File: src/rtl/dswt_pkg.sv
// Shared types and constants for the pad reader: FSM state encoding and pad geometry.
package dswt_pkg;

  typedef enum logic [2:0] {
    IDLE,
    LATCH,
    CLK_HI,
    CLK_LO,
    COMMIT
  } pad_state_t;

  localparam int PAD_BITS = 8;
  localparam int MAX_PADS = 6;

endpackage

File: src/rtl/pad_shift.sv
// Sampling register shared by all pads: each sample lands at its button bit position.
// q_next presents the byte including the bit being sampled this cycle, so the caller
// can capture a completed byte on the same edge as the final sample.
module pad_shift
  import dswt_pkg::*;
(
  input  logic                PCLK,
  input  logic                PRESERN,
  input  logic                clr,
  input  logic                load,
  input  logic [2:0]          idx,
  input  logic                din,
  output logic [PAD_BITS-1:0] q_next
);

  logic [PAD_BITS-1:0] q;

  // Merge the incoming sample into its bit position when load is strobed.
  always_comb begin
    q_next = q;
    if (load) begin
      q_next[idx] = din;
    end
  end

  // Hold the partially assembled byte; cleared at frame start.
  always_ff @(posedge PCLK or negedge PRESERN) begin
    if (!PRESERN) begin
      q <= '0;
    end else if (clr) begin
      q <= '0;
    end else begin
      q <= q_next;
    end
  end

endmodule

File: src/rtl/pad_reader.sv
// Polls up to six NES-style serial pads over a shared latch/clock pair and a muxed
// data line, publishing active-high button bytes, a frame strobe and a change irq.
// Optional feature macro: PAD_READER_DEBOUNCE_EN -- a pad's byte is committed only
// when two consecutive frames read the same value (keeps one history byte per pad).
module pad_reader
  import dswt_pkg::*;
#(
  parameter int NUM_PADS    = 1,
  parameter int HALF        = 600,
  parameter int POLL_PERIOD = 1666667
) (
  input  logic                         PCLK,
  input  logic                         PRESERN,
  input  logic                         en,
  input  logic                         data,
  input  logic                         irq_clr,
  output logic                         latch,
  output logic                         clock,
  output logic [MAX_PADS-1:0]          selection,
  output logic [PAD_BITS*NUM_PADS-1:0] buttons,
  output logic                         upd,
  output logic                         irq
);

  localparam int CNT_W = $clog2(POLL_PERIOD);
  localparam int TMR_W = $clog2(2 * HALF);
  localparam int PAD_W = $clog2(MAX_PADS);

  localparam logic [CNT_W-1:0] POLL_LAST  = CNT_W'(POLL_PERIOD - 1);
  localparam logic [TMR_W-1:0] LATCH_LAST = TMR_W'(2 * HALF - 1);
  localparam logic [TMR_W-1:0] HALF_LAST  = TMR_W'(HALF - 1);
  localparam logic [PAD_W-1:0] LAST_PAD   = PAD_W'(NUM_PADS - 1);

  pad_state_t                  state;
  logic [TMR_W-1:0]            tmr;
  logic [PAD_W-1:0]            pad;
  logic [2:0]                  bit_idx;
  logic [CNT_W-1:0]            poll_cnt;
  logic [PAD_BITS-1:0]         raw [NUM_PADS];
  logic [PAD_BITS*NUM_PADS-1:0] btn_next;
  logic                        frame_go;
  logic                        sample;
  logic                        last_bit;
  logic [2:0]                  sh_idx;
  logic [PAD_BITS-1:0]         sh_next;
  logic                        changed;

`ifdef PAD_READER_DEBOUNCE_EN
  logic [PAD_BITS-1:0]         hist [NUM_PADS];
`endif

  assign frame_go = (state == IDLE) && (poll_cnt == '0) && en;
  assign sample   = ((state == LATCH) && (tmr == LATCH_LAST)) ||
                    ((state == CLK_LO) && (tmr == HALF_LAST));
  assign last_bit = (state == CLK_LO) && (tmr == HALF_LAST) && (bit_idx == 3'd7);
  // Bit 0 (A) is presented by the pad as soon as it is latched; later bits follow clock pulses.
  assign sh_idx   = (state == CLK_LO) ? bit_idx : 3'd0;

  pad_shift u_shift (
    .PCLK    (PCLK),
    .PRESERN (PRESERN),
    .clr     (frame_go),
    .load    (sample),
    .idx     (sh_idx),
    .din     (~data),
    .q_next  (sh_next)
  );

  // Free-running poll counter; frames may only start when it reads zero.
  always_ff @(posedge PCLK or negedge PRESERN) begin
    if (!PRESERN) begin
      poll_cnt <= '0;
    end else begin
      poll_cnt <= (poll_cnt == POLL_LAST) ? '0 : poll_cnt + 1'b1;
    end
  end

  // Frame sequencer: latch, seven clock pulses per pad, then a one-cycle commit.
  always_ff @(posedge PCLK or negedge PRESERN) begin
    if (!PRESERN) begin
      state     <= IDLE;
      tmr       <= '0;
      pad       <= '0;
      bit_idx   <= '0;
      latch     <= 1'b0;
      clock     <= 1'b0;
      selection <= '0;
      upd       <= 1'b0;
    end else begin
      upd <= 1'b0;
      case (state)
        IDLE: begin
          if (frame_go) begin
            state     <= LATCH;
            tmr       <= '0;
            pad       <= '0;
            latch     <= 1'b1;
            selection <= MAX_PADS'(1);
          end
        end
        LATCH: begin
          if (tmr == LATCH_LAST) begin
            state   <= CLK_HI;
            tmr     <= '0;
            latch   <= 1'b0;
            clock   <= 1'b1;
            bit_idx <= 3'd1;
          end else begin
            tmr <= tmr + 1'b1;
          end
        end
        CLK_HI: begin
          if (tmr == HALF_LAST) begin
            state <= CLK_LO;
            tmr   <= '0;
            clock <= 1'b0;
          end else begin
            tmr <= tmr + 1'b1;
          end
        end
        CLK_LO: begin
          if (tmr == HALF_LAST) begin
            tmr <= '0;
            if (bit_idx == 3'd7) begin
              if (pad == LAST_PAD) begin
                state     <= COMMIT;
                selection <= '0;
                upd       <= 1'b1;
              end else begin
                state     <= LATCH;
                pad       <= pad + 1'b1;
                latch     <= 1'b1;
                selection <= {selection[MAX_PADS-2:0], 1'b0};
              end
            end else begin
              state   <= CLK_HI;
              clock   <= 1'b1;
              bit_idx <= bit_idx + 3'd1;
            end
          end else begin
            tmr <= tmr + 1'b1;
          end
        end
        COMMIT: begin
          state <= IDLE;
        end
        default: begin
          state <= IDLE;
        end
      endcase
    end
  end

  // Park each pad's completed byte until the commit cycle.
  always_ff @(posedge PCLK or negedge PRESERN) begin
    if (!PRESERN) begin
      for (int i = 0; i < NUM_PADS; i++) begin
        raw[i] <= '0;
      end
    end else begin
      for (int i = 0; i < NUM_PADS; i++) begin
        if (last_bit && (pad == PAD_W'(i))) begin
          raw[i] <= sh_next;
        end
      end
    end
  end

  // Candidate committed value: raw bytes, optionally gated by a two-frame match.
  always_comb begin
    btn_next = buttons;
    for (int i = 0; i < NUM_PADS; i++) begin
`ifdef PAD_READER_DEBOUNCE_EN
      if (raw[i] == hist[i]) begin
        btn_next[PAD_BITS*i +: PAD_BITS] = raw[i];
      end
`else
      btn_next[PAD_BITS*i +: PAD_BITS] = raw[i];
`endif
    end
  end

  assign changed = (btn_next != buttons);

`ifdef PAD_READER_DEBOUNCE_EN
  // Remember this frame's raw bytes for the next frame's match test.
  always_ff @(posedge PCLK or negedge PRESERN) begin
    if (!PRESERN) begin
      for (int i = 0; i < NUM_PADS; i++) begin
        hist[i] <= '0;
      end
    end else if (state == COMMIT) begin
      for (int i = 0; i < NUM_PADS; i++) begin
        hist[i] <= raw[i];
      end
    end
  end
`endif

  // Commit buttons and raise irq on any change; a same-cycle set beats irq_clr.
  always_ff @(posedge PCLK or negedge PRESERN) begin
    if (!PRESERN) begin
      buttons <= '0;
      irq     <= 1'b0;
    end else begin
      if (state == COMMIT) begin
        buttons <= btn_next;
      end
      if ((state == COMMIT) && changed) begin
        irq <= 1'b1;
      end else if (irq_clr) begin
        irq <= 1'b0;
      end
    end
  end

endmodule

File: config.mk
export PLATFORM = sky130hd
export DESIGN_NAME = pad_reader
export DESIGN_NICKNAME = d
export VERILOG_FILES = /design/src/rtl/dswt_pkg.sv /design/src/rtl/pad_shift.sv /design/src/rtl/pad_reader.sv
export SDC_FILE = /design/constraint.sdc
export NUM_CORES = 1
export LEC_CHECK = 0
export CAP_MARGIN = 30
export CORE_MARGIN = 2
export CORE_UTILIZATION = 35
export CTS_CLUSTER_DIAMETER = 150
export DETAILED_ROUTE_END_ITERATION = 8
export GPL_ROUTABILITY_DRIVEN = 1
export GPL_TIMING_DRIVEN = 0
export PLACE_DENSITY_LB_ADDON = 0.2
export SYNTH_ARGS = -nofsm -noshare
export SYNTH_HDL_FRONTEND = slang
export SYNTH_SLANG_ARGS = --single-unit
File: constraint.sdc
create_clock -name PCLK -period 4.15 [get_ports PCLK]
set_input_delay 0.415 -clock PCLK [delete_from_list [all_inputs] [get_ports PCLK]]
set_output_delay 0.415 -clock PCLK [all_outputs]
set_load 0.02 [all_outputs]
==> flow_summary.ini <==
[run_status]
outcome = complete, no violations

[synthesis]
synth_common_cells = 75 x dfrtp_1, 43 x nor2_1, 29 x nand2_1, 25 x inv_1, 24 x a21oi_1
synth_ff_type = dfrtp_1
syn_avg_cell_area_um2 = 10.1
ys_top_cells_by_area = dfrtp_1 51%, nor2_1 4.3%, xnor2_1 4.0%, a21oi_1 3.2%, nand2_1 2.9%
ys_seq_area_frac = 0.506
synth_top_area_share = 0.506
syn_nets = 382
synth_area_mm2 = 0.00371
netlist_instances = 369
yosys.area.top_type = dfrtp_1
ys_types = 48
yosysWarningCount = 0
synth-edff-count = 0
synthArstFlopShare = 1.00
synthMostInstantiatedCell = dfrtp_1
ys_ff_latch = 75

[setup_path]
crit_path_start = tmr[6]
regToRegSetupSlack_ns = 1.86
path_max_fanout = 10
arrival_ns = 2.52
worstSetupEndpointType = flip-flop
crit_path_end = clock
critPathLaunchType = flip-flop
reg2reg_depth = 6
critPathKind = reg -> reg
required_ns = 4.38
r2r_end = clock
reg2reg_from = tmr[6]

[cts]
post_cts_resized = 0
h-tree-depth = 3
cts_tree = yes
clkTransAtPathRegs_ns = 0.09
insertion_delay_ns = 0.36
cts_setup_buffers = 0
clock_path_buffers = 2
cts_buffers = 9
clock_sinks = 75
ctsHoldBuffers = 0
clk_root_buffer_cell = clkbuf_8

[global_routing]
grt_use_total = 0.142
antenna_found_initial = 0
grt_overflow_total = 0
grt_pass1_wl_mm = 13.0
grt_max_degree = 40
first_global_vias = 2672

[routing]
wl_mm = 7.47
drt_iter0_drc = 87
routedWlPerCell_um = 13.7
dr.pass1.iters = 4
antenna_left = 0
drc = 0
vias = 2728
vias_per_cell = 5.01

[floorplan]
coreArea_mm2 = 0.0103
io_pins = 23
start_util = 0.359
dieArea_mm2 = 0.0114
die_h_um = 107
die_x_um = 107
fp-row-count = 37

[timing]
final-max-slew-violation-count = 0
worst_slew_pin_slew_ns = 0.896
finalHoldViolations = 0
fin_skew_ns = 0.0124
fin_crit_sh = 0.552
fmax_ghz = 0.436
period_minus_slack_ns = 2.29
setup_viol = 0
max_slew_margin = 0.397
worst_slack_ns = 1.86
tns_ns = 0
grt_setup_unrepaired = no

[placement]
routabilityCongestion = 0.771
place_inst = 528
dp_hpwl_mm = 5.25
numPortBuffers = 22
post-place-ws_ns = 1.87

[cells_and_area]
drive_above_1_share = 0.0931
area_growth_pct = 15.9
n_antenna_cell = 0
fillers = 1020
stdcell_count = 544
num-nets-final = 416

[hold_path]
worst_hold_path_type = in -> async

[power_and_ir_drop]
power_density_mw_per_mm2 = 298
leakagePower_nw = 1.90
post-layout-total-power_mw = 1.28
vdd_drop_max_mv = 0.129

[run]
drv_cap = 0
-- metal layers --
| layer | wire (um) | track usage |
|---|---|---|
| met5 | 0 | 0 |
| met4 | 113 | 0.0575 |
| met3 | 185 | 0.0243 |
| met2 | 3330 | 0.220 |
| met1 | 3850 | 0.199 |
-- report_power, final --
part,switching (mW),internal [mW]
registers,0.000323,0.731
clock network,0.303,0.225
logic,0.0166,0.00579
-- worst min path at each step --
stage / start / to / slack (ns)
after floorplan: PRESERN / bit_idx[0] / 0.12
after global placement: poll_cnt[15] / poll_cnt[15] / 0.47
after detailed placement: PRESERN / selection[3] / 0.42
after CTS: PRESERN / selection[4] / 0.03
after global routing: PRESERN / selection[4] / 0.05
final: PRESERN / selection[3] / 0.01
-- critical path, cell delays in order (launching register included) --
cell and delay (ns):
dfrtp_1 0.47, or4b_1 0.58, o31ai_2 0.36, o21ai_2 0.23
buf_2 0.25, nor3_1 0.21, a21oi_1 0.07
-- sequential cells by signal, indices dropped and copies added (netlist names) --
name	flops
latch	1
upd	1
u_shift.q	8
irq	1
clock	1
selection	6
bit_idx	3
buttons	8
state	3
tmr	11
pad	3
poll_cnt	21
btn_next	8
-- cell usage in the layout, fill, tap and decap left out, drive strengths merged, types with 10 or more instances in the layout --
master         netlist  layout
dfrtp               75      75
nor2                43      43
nand2               29      29
inv                 25      27
a21oi               24      24
clkdlybuf4s50        0      21
xnor2               17      17
clkbuf               5      14
nand3               13      13
nand4               10      10
mux2i               10      10
xor2                10      10
-- final cells by class --
class | instances | area, um2 | area share
buffer | 9 | 41.3 | 0.00960
multi-input combinational | 260 | 1700 | 0.395
tap | 136 | 170 | 0.0395
timing repair buffer | 23 | 238 | 0.0552
clock buffer | 9 | 124 | 0.0288
sequential | 75 | 1880 | 0.436
clock inverter | 7 | 60.1 | 0.0140
inverter | 25 | 93.8 | 0.0218
-- logic make-up (layout without fill, tap and decap cells) --
group	Yosys count	after routing	synth area share
AO/OA/AOI/OAI	58	58	0.0988
multiplexers	19	19	0.0543
adder cells (fa/ha/maj)	8	8	0.0270
AND/OR/NAND/NOR	148	148	0.214
XOR/XNOR	27	27	0.0637
buffers and inverters	34	73	0.0364
flip-flops	75	75	0.506
-- through the flow --
| step | hold slack (ns) | util | area (um2) |
|---|---|---|---|
| 2_1_floorplan | 0.119 | - | 3710 |
| 3_3_place_gp | 0.469 | 0.397 | 4100 |
| 5_1_grt | 0.0484 | 0.417 | 4300 |
| 3_5_place_dp | 0.421 | 0.399 | 4120 |
| 4_1_cts | 0.0294 | 0.417 | 4300 |
| 6_report | 0.0147 | 0.417 | 4300 |
Power figures use the tool's default switching activity.
